`config.mk`:
```
export PLATFORM = sky130hd
export DESIGN_NAME = keypad_scan_ctrl
export DESIGN_NICKNAME = d
export VERILOG_FILES = /design/src/rtl/keypad_scan_ctrl.sv
export SDC_FILE = /design/constraint.sdc
export NUM_CORES = 1
export LEC_CHECK = 0
export CAP_MARGIN = 20
export CORE_ASPECT_RATIO = 2
export CORE_MARGIN = 1.5
export CORE_UTILIZATION = 40
export DETAILED_ROUTE_END_ITERATION = 8
export PLACE_DENSITY = 0.61
export SETUP_SLACK_MARGIN = 0.02
export SLEW_MARGIN = 20
export SYNTH_ARGS = -nofsm -noshare
export SYNTH_HDL_FRONTEND = slang
export SYNTH_SLANG_ARGS = --single-unit
```
`constraint.sdc`:
```
create_clock -name clk -period 14.3 [get_ports clk]
set_input_delay 2.145 -clock clk [delete_from_list [all_inputs] [get_ports clk]]
set_output_delay 2.145 -clock clk [all_outputs]
set_load 0.02 [all_outputs]
```
`src/rtl/keypad_scan_ctrl.sv`:
```
// 4x4 keypad scanner: column strobe, 2-FF row sync, per-frame snapshot, debounce, valid/ready key output.
// Key valid 1 cycle after the DEBOUNCE_FRAMES-th stable frame; an unconsumed key blocks new ones (overrun pulse).
module keypad_scan_ctrl #(
    parameter int SCAN_CYCLES     = 27,
    parameter int SETTLE_CYCLES   = 8,
    parameter int DEBOUNCE_FRAMES = 4
) (
    input  logic       clk,
    input  logic       reset,
    input  logic [3:0] filas,
    output logic [3:0] columnas,
    output logic [3:0] key_code,
    output logic       key_valid,
    input  logic       key_ready,
    output logic       key_held,
    output logic       overrun
);
    localparam int DW = (SCAN_CYCLES > 1) ? $clog2(SCAN_CYCLES) : 1;
    localparam int CW = $clog2(DEBOUNCE_FRAMES + 1);

    typedef enum logic [1:0] {S_IDLE, S_DEBOUNCE, S_PRESSED} state_t;

    logic [3:0]    r_sync1, r_sync2;
    logic [DW-1:0] r_dwell;
    logic [3:0]    r_cols;
    logic [15:0]   r_snap;
    state_t        r_state;
    logic [CW-1:0] r_cnt, r_rel;
    logic [3:0]    r_cand;
    logic [3:0]    r_key_code;
    logic          r_key_valid;
    logic          r_overrun;

    logic          w_wrap, w_sample, w_frame_end;
    logic [15:0]   w_snap_next;
    logic [4:0]    w_ones;
    logic [3:0]    w_idx, w_code;
    logic          w_single, w_none;
    state_t        w_state_nxt;
    logic [CW-1:0] w_cnt_nxt, w_rel_nxt;
    logic [3:0]    w_cand_nxt;
    logic          w_confirm;

    assign w_wrap      = (r_dwell == DW'(SCAN_CYCLES - 1));
    assign w_sample    = (r_dwell == DW'(SETTLE_CYCLES));
    assign w_frame_end = w_wrap && (r_cols == 4'b0001);

    // Snapshot bit index is row*4+col; include the current sample so a sample on the wrap cycle is not lost.
    always_comb begin
        w_snap_next = r_snap;
        if (w_sample) begin
            for (int c = 0; c < 4; c++) begin
                if (r_cols[3-c]) begin
                    for (int r = 0; r < 4; r++) begin
                        w_snap_next[r*4+c] = r_sync2[3-r];
                    end
                end
            end
        end
    end

    always_comb begin
        w_ones = 5'd0;
        w_idx  = 4'd0;
        for (int i = 0; i < 16; i++) begin
            if (w_snap_next[i]) begin
                w_ones = w_ones + 5'd1;
                w_idx  = 4'(i);
            end
        end
    end

    assign w_single = (w_ones == 5'd1);
    assign w_none   = (w_ones == 5'd0);

    always_comb begin
        case (w_idx)
            4'd0:  w_code = 4'h1;  4'd1:  w_code = 4'h2;  4'd2:  w_code = 4'h3;  4'd3:  w_code = 4'hA;
            4'd4:  w_code = 4'h4;  4'd5:  w_code = 4'h5;  4'd6:  w_code = 4'h6;  4'd7:  w_code = 4'hB;
            4'd8:  w_code = 4'h7;  4'd9:  w_code = 4'h8;  4'd10: w_code = 4'h9;  4'd11: w_code = 4'hC;
            4'd12: w_code = 4'hD;  4'd13: w_code = 4'h0;  4'd14: w_code = 4'hE;  default: w_code = 4'hF;
        endcase
    end

    always_ff @(posedge clk or posedge reset) begin
        if (reset) begin
            r_sync1 <= '0;
            r_sync2 <= '0;
            r_dwell <= '0;
            r_cols  <= 4'b1000;
            r_snap  <= '0;
        end else begin
            r_sync1 <= filas;
            r_sync2 <= r_sync1;
            r_snap  <= w_frame_end ? 16'h0 : w_snap_next;
            if (w_wrap) begin
                r_dwell <= '0;
                case (r_cols)
                    4'b1000: r_cols <= 4'b0100;
                    4'b0100: r_cols <= 4'b0010;
                    4'b0010: r_cols <= 4'b0001;
                    default: r_cols <= 4'b1000;
                endcase
            end else begin
                r_dwell <= r_dwell + DW'(1);
            end
        end
    end

    always_ff @(posedge clk or posedge reset) begin
        if (reset) begin
            r_state <= S_IDLE;
            r_cnt   <= '0;
            r_rel   <= '0;
            r_cand  <= '0;
        end else begin
            r_state <= w_state_nxt;
            r_cnt   <= w_cnt_nxt;
            r_rel   <= w_rel_nxt;
            r_cand  <= w_cand_nxt;
        end
    end

    always_comb begin
        w_state_nxt = r_state;
        w_cnt_nxt   = r_cnt;
        w_rel_nxt   = r_rel;
        w_cand_nxt  = r_cand;
        w_confirm   = 1'b0;
        if (w_frame_end) begin
            case (r_state)
                S_IDLE: begin
                    if (w_single) begin
                        w_cand_nxt = w_code;
                        if (DEBOUNCE_FRAMES == 1) begin
                            w_confirm   = 1'b1;
                            w_state_nxt = S_PRESSED;
                            w_rel_nxt   = '0;
                        end else begin
                            w_cnt_nxt   = CW'(1);
                            w_state_nxt = S_DEBOUNCE;
                        end
                    end
                end
                S_DEBOUNCE: begin
                    if (w_single && (w_code == r_cand)) begin
                        if (r_cnt + CW'(1) == CW'(DEBOUNCE_FRAMES)) begin
                            w_confirm   = 1'b1;
                            w_state_nxt = S_PRESSED;
                            w_cnt_nxt   = '0;
                            w_rel_nxt   = '0;
                        end else begin
                            w_cnt_nxt = r_cnt + CW'(1);
                        end
                    end else begin
                        w_state_nxt = S_IDLE;
                        w_cnt_nxt   = '0;
                    end
                end
                S_PRESSED: begin
                    if (!w_none) begin
                        w_rel_nxt = '0;
                    end else if (r_rel + CW'(1) == CW'(DEBOUNCE_FRAMES)) begin
                        w_state_nxt = S_IDLE;
                        w_rel_nxt   = '0;
                    end else begin
                        w_rel_nxt = r_rel + CW'(1);
                    end
                end
                default: begin
                    w_state_nxt = S_IDLE;
                    w_cnt_nxt   = '0;
                    w_rel_nxt   = '0;
                end
            endcase
        end
    end

    // A confirm outranks the handshake: a key accepted in the confirm cycle is replaced, not dropped.
    always_ff @(posedge clk or posedge reset) begin
        if (reset) begin
            r_key_code  <= '0;
            r_key_valid <= 1'b0;
            r_overrun   <= 1'b0;
        end else begin
            r_overrun <= 1'b0;
            if (w_confirm) begin
                if (!r_key_valid || key_ready) begin
                    r_key_code  <= w_cand_nxt;
                    r_key_valid <= 1'b1;
                end else begin
                    r_overrun <= 1'b1;
                end
            end else if (r_key_valid && key_ready) begin
                r_key_valid <= 1'b0;
            end
        end
    end

    always_comb begin
        columnas  = r_cols;
        key_code  = r_key_code;
        key_valid = r_key_valid;
        key_held  = (r_state == S_PRESSED);
        overrun   = r_overrun;
    end
endmodule

```
==> flow_metrics.py, run 1 <==
metrics = {
    "outcome": {
        "outcome": "completed",
    },
    "synthesis": {
        "syn_area_um2": 4718,
        "syn_inst": 521,
        "ys_ff_latch": 51,
        "synth_enable_flop_cells": 0,
        "synth_warnings": 0,
        "ys.flop_type": "dfrtp_1",
        "syn-num-nets": 554,
        "synth.avg_cell_area_um2": 9.056,
        "async_reset_ff_share_pct": 100.0,
        "synth_cell_type_count": 83,
        "yosysSeqAreaShare_pct": 27.08,
    },
    "cells_and_area": {
        "final-seq-area_um2": 1277,
        "final_cell_mix": "nor2_1, dfrtp_1, nand2_1",
        "multiInputGateArea_um2": 3242,
        "area_growth_pct": 9.202,
        "stdcell_area_um2": 5152,
        "fillCellCount": 1190,
        "drive_gt1_share_pct": 10.38,
        "diodes": 0,
        "layout.cells.non_filler": 675,
        "nets": 562,
        "final_common_cell": "nor2_1",
    },
    "worst_setup_path": {
        "crit_path_end_kind": "flip-flop",
        "setup.worst_path.class": "flip-flop to flip-flop",
        "critPathArrivalTime_ps": 11790,
        "path_common_cell": "ha_1",
        "timing.critical_path.buf_inv": 3,
        "startpoint_type": "flip-flop",
        "cp_max_fo": 17,
        "slowest_delay_ps": 550,
        "slowest_stage": "nand4bb_1",
        "critical_path_required_ps": 14480,
        "crit_family": "adder cells",
    },
    "sta": {
        "tightest_slew_ps": 919.9,
        "rsz0062_at_grt": "false",
        "setup_violations": 0,
        "fin_ws_ps": 2683,
        "fin_tns_setup_ps": 0,
        "max_freq_mhz": 86.08,
        "period_share_pct": 81.24,
        "slew_headroom_pct": 36.92,
        "hold_violations": 0,
        "fin_skew_ps": 8.793,
        "drv_slew": 0,
        "period_minus_slack_ps": 11620,
    },
    "clocking": {
        "postCtsHoldBufs": 0,
        "cts_resized": 0,
        "numCtsBuffers": 5,
        "cts_setup_buffers": 0,
        "cts-htree-levels": 2,
        "path_clk_slew_ps": 70,
        "clkSinkCount": 51,
        "clockBufferDepth": 2,
        "clock_latency_ps": 290,
        "cts_root_buf": "clkbuf_16",
        "cts_tree": "built",
    },
    "floorplan": {
        "dieArea_um2": 12500,
        "start_util_pct": 40.57,
        "ioPinCount": 18,
        "die_y_um": 156.6,
        "rows": 56,
        "die_w_um": 79.80,
        "core_um2": 11630,
    },
    "global_route": {
        "grt_pass1_wl_um": 19740,
        "grt_usage_pct": 20.48,
        "gr-total-overflow": 0,
        "grt_max_degree": 52,
        "antenna_found_initial": 0,
        "grt_pass1_vias": 3972,
    },
    "detailed_routing": {
        "vias": 3849,
        "drt_pre_antenna_iters": 5,
        "vias_per_cell": 5.702,
        "drc": 0,
        "detail_route.wl_per_cell_um": 17.92,
        "initialDrtViolationCount": 244,
        "routed_wl_um": 12100,
        "ant_nets": 0,
    },
    "place": {
        "post-place-cells": 667,
        "gp_congestion": 0.8908,
        "postPlaceCellArea_um2": 4984,
        "hpwl_um": 9578,
        "portBuffers": 17,
        "dp_slack_ps": 2689,
    },
    "run": {
        "cap_viol_max_count": 0,
    },
    "power_and_ir_drop": {
        "leakagePower_nw": 2.278,
        "ir_drop_v": 0.00006521,
        "power_mw": 0.3383,
        "power.density_nw_per_um2": 65.66,
    },
    "min_path": {
        "worstHoldPathType": "flip-flop to flip-flop",
    },
}
==> sequential cells by signal, summed over array words and instances, names as in the netlist <==
name,count
columnas,4
key_code,4
key_valid,1
overrun,1
r_cand,4
r_cnt,3
r_dwell,5
r_rel,3
r_snap,16
r_state,2
r_sync1,4
r_sync2,4
==> cell families (layout without fill, tap and decap cells) <==
logic type	Yosys count	in the layout	share of synthesized area, %
AO/OA/AOI/OAI	130	130	19.44
XOR/XNOR	63	63	16.04
adder cells (fa/ha/maj)	26	26	6.895
buffers and inverters	45	54	4.216
flip-flops	51	51	27.08
multiplexers	24	24	5.860
AND/OR/NAND/NOR	182	182	20.47
==> stage by stage <==
step | hold WS (ps) | util, %
2_1_floorplan | 331.2 | -
3_3_place_gp | 335.0 | 42.85
3_5_place_dp | 334.7 | 42.85
4_1_cts | 351.7 | 44.29
5_1_grt | 354.2 | 44.30
6_report | 351.7 | 44.30
==> layer usage <==
| layer | routed length (um) | vias up | GRT usage (%) |
|---|---|---|---|
| li1 | - | 1877 | - |
| met1 | 4140 | 1875 | 19.20 |
| met2 | 7035 | 63 | 40.96 |
| met3 | 240 | 34 | 1.866 |
| met4 | 680 | 0 | 11.74 |
| met5 | 0 | - | 0 |
==> final timing paths <==
kind | cells past startpoint | from | slack (ps) | to
max | 52 | r_dwell[0] | 2680 | key_code[0]
min | 0 | r_sync1[2] | 350 | r_sync2[2]
max reg2reg | 52 | r_dwell[0] | 2680 | key_code[0]
min reg2reg | 0 | r_sync1[2] | 350 | r_sync2[2]
max in group asynchronous | 2 | reset | 11410 | r_snap[11]
min in group asynchronous | 2 | reset | 2340 | key_code[1]
==> cell type report <==
class / count / area share, %
Sequential cell: 51 / 24.79
Tap cell: 145 / 3.521
Inverter: 28 / 2.064
Timing Repair Buffer: 18 / 3.448
Clock inverter: 2 / 0.7528
Clock buffer: 6 / 2.501
Multi-Input combinational cell: 425 / 62.92
==> power by group <==
| part | internal [mW] | leakage (nW) | switching (mW) |
|---|---|---|---|
| sequential | 0.146 | 0.661 | 0.00224 |
| clock | 0.0834 | 0.0815 | 0.0548 |
| combinational | 0.0217 | 1.54 | 0.0302 |
==> cells in the mapped netlist, types with 3 or more instances <==
| library cell | number | area (um^2) |
|---|---|---|
| nand4_1 | 3 | 18.77 |
| ha_1 | 26 | 325.3 |
| o21a_1 | 3 | 22.52 |
| dfrtp_1 | 50 | 1251 |
| buf_6 | 3 | 33.78 |
| nor3_1 | 13 | 65.06 |
| o2111ai_1 | 4 | 35.03 |
| or2_2 | 4 | 25.02 |
| nor2b_1 | 6 | 37.54 |
| inv_1 | 28 | 105.1 |
| and2_1 | 6 | 37.54 |
| mux2_4 | 4 | 60.06 |
| a22o_1 | 4 | 35.03 |
| nor2_1 | 57 | 214.0 |
| o21ai_0 | 25 | 125.1 |
| mux2_2 | 3 | 33.78 |
| o31ai_1 | 5 | 37.54 |
| mux2i_1 | 16 | 160.2 |
| nand2_1 | 43 | 161.4 |
| or4_1 | 4 | 30.03 |
| and3_1 | 3 | 18.77 |
| xnor2_1 | 34 | 297.8 |
| a31oi_1 | 4 | 25.02 |
| nand3_1 | 13 | 65.06 |
| clkbuf_1 | 8 | 30.03 |
| a211oi_1 | 3 | 22.52 |
| xnor3_1 | 4 | 90.09 |
| nand2b_1 | 7 | 43.79 |
| a21oi_1 | 36 | 180.2 |
| o21ai_1 | 4 | 20.02 |
| xnor2_2 | 3 | 48.80 |
| a21o_1 | 6 | 45.04 |
| buf_2 | 6 | 30.03 |
| xor2_1 | 13 | 113.9 |
| xnor3_2 | 3 | 71.32 |
Power figures use the tool's default switching activity.
==> run 2: changes to the inputs <==
PLACE_DENSITY = 0.63   (was 0.61)
clock period = 9.6 ns   (was 14.3 ns; I/O delays follow)
==> flow_metrics.py, run 2 (synthesis results as in run 1) <==
metrics = {
    "worst_setup_path": {
        "critPathArrivalTime_ps": 10250,
        "slowest_delay_ps": 410,
        "worstSetupStartpoint": "r_dwell[1]",
        "crit_path_end_kind": "flip-flop",
        "reg2reg_from": "r_dwell[1]",
        "cp_max_fo": 7,
        "ff2ff_path_depth": 54,
        "reg2reg_to": "key_code[1]",
        "startpoint_type": "flip-flop",
        "slowest_stage": "a221o_1",
        "critical_path_required_ps": 9780,
        "rrSetupSlack_ps": -460,
        "path_common_cell": "ha_4",
        "endpoint": "key_code[1]",
        "setup.worst_path.class": "flip-flop to flip-flop",
    },
    "cells_and_area": {
        "final_cell_mix": "buf_4, nor2_1, dfrtp_1",
        "nets": 697,
        "diodes": 0,
        "largest_reg_flops": 16,
        "post-route-util_pct": 57.71,
        "final_common_cell": "buf_4",
        "largest_register": "r_snap",
        "fillCellCount": 1020,
        "layout.cells.non_filler": 810,
        "drive_gt1_share_pct": 38.05,
        "top_regs": "r_snap: 16 flops, r_dwell: 5 flops",
        "stdcell_area_um2": 6713,
        "area_growth_pct": 42.27,
    },
    "clocking": {
        "path_clk_slew_ps": 70,
        "clockBufferDepth": 2,
        "clock_latency_ps": 290,
        "numCtsBuffers": 5,
        "clkSinkCount": 51,
        "cts_root_buf": "clkbuf_16",
        "postCtsHoldBufs": 0,
        "cts-htree-levels": 2,
        "cts_tree": "built",
    },
    "global_route": {
        "grt_pass1_vias": 4886,
        "grt_usage_pct": 24.19,
        "grt_max_degree": 52,
        "gr-total-overflow": 0,
        "antenna_found_initial": 0,
        "grt_pass1_wl_um": 23380,
    },
    "sta": {
        "period_share_pct": 104.8,
        "slew_headroom_pct": 23.59,
        "setup_violations": 18,
        "period_minus_slack_ps": 10060,
        "fin_ws_ps": -464.2,
        "drv_slew": 0,
        "rsz0062_at_grt": "true",
        "tightest_slew_ps": 1114,
        "whs_ps": 351.7,
        "hold_violations": 0,
        "fin_skew_ps": 5.461,
        "fin_tns_setup_ps": -6429,
        "max_freq_mhz": 99.36,
    },
    "detailed_routing": {
        "vias_per_cell": 5.677,
        "drt_pre_antenna_iters": 6,
        "initialDrtViolationCount": 296,
        "ant_nets": 0,
        "drc": 0,
        "vias": 4598,
        "routed_wl_um": 15210,
        "detail_route.wl_per_cell_um": 18.77,
    },
    "outcome": {
        "outcome": "complete, but fails checks",
        "violations": "setup timing",
    },
    "floorplan": {
        "rows": 56,
        "core_um2": 11630,
        "ioPinCount": 18,
        "die_w_um": 79.80,
        "die_y_um": 156.6,
        "start_util_pct": 40.57,
        "dieArea_um2": 12500,
    },
    "power_and_ir_drop": {
        "ir_drop_v": 0.00008157,
        "leakagePower_nw": 3.034,
        "p_sw_mw": 0.1595,
        "clkPwrFrac_pct": 32.8,
        "power.density_nw_per_um2": 82.54,
        "internal_power_mw": 0.3946,
        "power_mw": 0.5541,
        "power.share.sequential_pct": 39.8,
        "combPwrFrac_pct": 27.4,
        "netSwitchingFraction_pct": 28.79,
    },
    "place": {
        "post-place-cells": 727,
        "postPlaceCellArea_um2": 5625,
        "gp_congestion": 0.8761,
        "portBuffers": 17,
        "dp_slack_ps": -575.0,
        "hpwl_um": 10250,
    },
    "run": {
        "cap_viol_max_count": 0,
    },
    "min_path": {
        "worstHoldPathType": "flip-flop to flip-flop",
    },
}
-- run 2: changes by cell type in the layout (fill, tap and decap cells not counted), moves of 8 or more --
| cell | delta |
|---|---|
| buf_4 | +128 |
| nand2_1 | -13 |
| ha_1 | -11 |
| ha_4 | +11 |
| nand2_2 | +8 |
-- run 2: layer usage --
layer  up-vias  routed length [um]  GRT usage [%]
met5         -                   0              0
li1       2140                   -              -
met3        85                 362          2.799
met2       146                8742          46.93
met4         0                1204          18.31
met1      2227                4895          21.64
-- run 2: cell type report --
cell class / count / area [um^2] / area share [%]
clock inverters: 3 / 22.52 / 0.3355
multi-input cells: 425 / 3765 / 56.09
repair buffers: 153 / 1235 / 18.40
inverters: 28 / 106.4 / 1.584
clock buffers: 5 / 125.1 / 1.864
well taps: 145 / 181.4 / 2.703
flip-flops and latches: 51 / 1277 / 19.03
-- run 2: worst max-delay path: cells and delay by family (launching register included) --
| family | cells | cell delay [ps] |
|---|---|---|
| adder cells (fa/ha/maj) | 15 | 3680 |
| AND/OR/NAND/NOR | 20 | 2550 |
| XOR/XNOR | 1 | 130 |
| buffers and inverters | 3 | 220 |
| flip-flops | 1 | 400 |
| multiplexers | 4 | 1060 |
| AO/OA/AOI/OAI | 11 | 1880 |
-- run 2: worst min path at each step --
| stage | cells after the start | startpoint | end |
|---|---|---|---|
| finish | 0 | r_sync1[3] | r_sync2[3] |
| detailed placement | 0 | r_sync1[3] | r_sync2[3] |
| floorplan | 0 | r_sync1[0] | r_sync2[0] |
| CTS | 0 | r_sync1[3] | r_sync2[3] |
| global placement | 0 | r_sync1[3] | r_sync2[3] |
| global route | 0 | r_sync1[1] | r_sync2[1] |
-- run 2: timing repair --
item,4_1_cts,5_1_grt
cloned,0,0
buffers inserted,65,14
endpoints found under the setup margin,18,18
pin swaps,25,38
resized for setup,20,51
-- run 2: power by group through the flow --
| stage | clock, mW | sequential (mW) | combinational [mW] |
|---|---|---|---|
| 6_report | 0.182 | 0.220 | 0.152 |
| 5_1_grt | 0.195 | 0.221 | 0.162 |
| 4_1_cts | 0.186 | 0.220 | 0.123 |
| 3_5_place_dp | 0 | 0.224 | 0.100 |
| 3_3_place_gp | 0 | 0.224 | 0.0968 |
| 2_1_floorplan | 0 | 0.222 | 0.0710 |
==> run 3: changes to the inputs <==
CTS_BUF_LIST = sky130_fd_sc_hd__clkbuf_4 sky130_fd_sc_hd__clkbuf_8   (was not set)
==> flow_metrics.py, run 3 (synthesis results as in run 1) <==
metrics = {
    "run": {
        "cap_viol_max_count": 0,
    },
    "worst_setup_path": {
        "startpoint_type": "flip-flop",
        "critPathArrivalTime_ps": 10240,
        "slowest_delay_ps": 410,
        "critical_path_required_ps": 9810,
        "crit_path_end_kind": "flip-flop",
        "slowest_stage": "dfrtp_1",
        "cp_max_fo": 7,
        "path_common_cell": "ha_4",
        "setup.worst_path.class": "flip-flop to flip-flop",
    },
    "sta": {
        "setup_violations": 18,
        "rsz0062_at_grt": "true",
        "drv_slew": 0,
        "period_share_pct": 104.5,
        "fin_skew_ps": 10.09,
        "fin_ws_ps": -433.3,
        "hold_violations": 0,
        "max_freq_mhz": 99.67,
        "slew_headroom_pct": 23.60,
        "whs_ps": 360.1,
        "tightest_slew_ps": 1114,
        "period_minus_slack_ps": 10030,
    },
    "global_route": {
        "grt_usage_pct": 24.01,
        "grt_pass1_vias": 4842,
        "grtUsageMet1_pct": 21.42,
        "met2_usage_pct": 46.33,
        "busiest_layer": "met2",
        "antenna_found_initial": 0,
        "gr-total-overflow": 0,
        "grt_pass1_wl_um": 23220,
        "grt_max_degree": 52,
        "grt_use_met3_pct": 2.624,
    },
    "floorplan": {
        "dieArea_um2": 12500,
        "core_um2": 11630,
        "ioPinCount": 18,
        "rows": 56,
        "start_util_pct": 40.57,
        "die_y_um": 156.6,
        "die_w_um": 79.80,
    },
    "place": {
        "gp_congestion": 0.8761,
        "portBuffers": 17,
        "post-place-cells": 727,
        "hpwl_um": 10250,
        "dp_slack_ps": -575.0,
    },
    "cells_and_area": {
        "final_common_cell": "buf_4",
        "drive_gt1_share_pct": 37.42,
        "diodes": 0,
        "final_cell_mix": "buf_4, nor2_1, dfrtp_1",
        "post-route-util_pct": 56.67,
        "fillCellCount": 1037,
        "final-seq-area_um2": 1277,
        "largest_reg_flops": 16,
        "multiInputGateArea_um2": 3745,
        "largest_register": "r_snap",
        "top_regs": "r_snap: 16 flops, r_dwell: 5 flops",
        "layout.cells.non_filler": 805,
        "nets": 692,
        "area_growth_pct": 39.70,
    },
    "detailed_routing": {
        "routed_wl_um": 14890,
        "initialDrtViolationCount": 303,
        "drc": 0,
        "drt_pre_antenna_iters": 4,
        "ant_nets": 0,
        "vias_per_cell": 5.699,
        "detail_route.wl_per_cell_um": 18.50,
        "vias": 4588,
    },
    "clocking": {
        "clock_latency_ps": 310,
        "path_clk_slew_ps": 110,
        "numCtsBuffers": 5,
        "cts_tree": "built",
        "clockBufferDepth": 2,
        "cts_root_buf": "clkbuf_8",
        "clkSinkCount": 51,
        "cts-htree-levels": 2,
    },
    "outcome": {
        "violations": "setup timing",
        "outcome": "complete, but fails checks",
    },
    "power_and_ir_drop": {
        "ir_drop_v": 0.00007752,
        "power.density_nw_per_um2": 75.97,
        "power_mw": 0.5008,
        "leakagePower_nw": 2.983,
    },
    "min_path": {
        "worstHoldPathType": "flip-flop to flip-flop",
    },
}
## run 3: cell count changes in the layout (fill, tap and decap cells not counted), moves of 2 or more
cell       change
clkbuf_16      -5
clkbuf_8       +5
buf_4          -3
buf_6          -2
## run 3: cell type report
| cell class | instances | share of cell area (%) |
|---|---|---|
| Multi-Input combinational cell | 425 | 56.81 |
| Sequential cell | 51 | 19.38 |
| Timing Repair Buffer | 148 | 18.05 |
| Tap cell | 145 | 2.752 |
| Inverter | 28 | 1.614 |
| Clock buffer | 5 | 1.044 |
| Clock inverter | 3 | 0.3417 |
## run 3: what timing repair did
| action | CTS | global route |
|---|---|---|
| endpoints found under the setup margin | 18 | 18 |
| cloned | 0 | 0 |
| resized for setup | 20 | 46 |
| pin swaps | 25 | 38 |
| hold buffers | 0 | 0 |
| setup buffers | 65 | 8 |
## run 3: power breakdown
part | internal, mW | leakage, nW | switching, mW
Combinational | 0.0774 | 2.27 | 0.0713
Sequential | 0.217 | 0.661 | 0.00315
Clock | 0.0525 | 0.0485 | 0.0792
Total | 0.347 | 2.98 | 0.154
## run 3: metal layers
layer | wire length, um | up-vias | part of all wire, %
met4 | 1143 | 0 | 7.7
li1 | - | 2133 | -
met2 | 8633 | 134 | 58
met5 | 0 | - | 0
met1 | 4764 | 2248 | 32
met3 | 351 | 73 | 2.4
## run 3: path summary, 6_finish.rpt
kind | endpoint | cells past startpoint | start | slack (ps)
max in group asynchronous | r_sync2[0] | 2 | reset | 7460
setup reg to reg | key_code[1] | 54 | r_dwell[1] | -430
hold / removal | r_sync2[2] | 0 | r_sync1[2] | 360
setup / recovery | key_code[1] | 54 | r_dwell[1] | -430
min in group asynchronous | r_sync1[3] | 2 | reset | 1600
hold reg to reg | r_sync2[2] | 0 | r_sync1[2] | 360
## run 3: stage by stage
stage	area [um^2]	setup TNS (ps)
floorplan	4897	-7089
global placement	5625	-2844
detailed placement	5625	-8311
CTS	6276	-3401
global route	6591	-12680
finish	6591	-5882
## run 3: critical path: cells and delay by family, from the launching register on
family / cells / cell delay [ps]
AOI/OAI and AO/OA: 11 / 1890
xor gates and xnor gates: 1 / 130
adders and majority gates: 15 / 3680
buffers and inverters: 3 / 220
DFF: 1 / 410
muxes: 4 / 1050
and+or+nand+nor: 20 / 2500
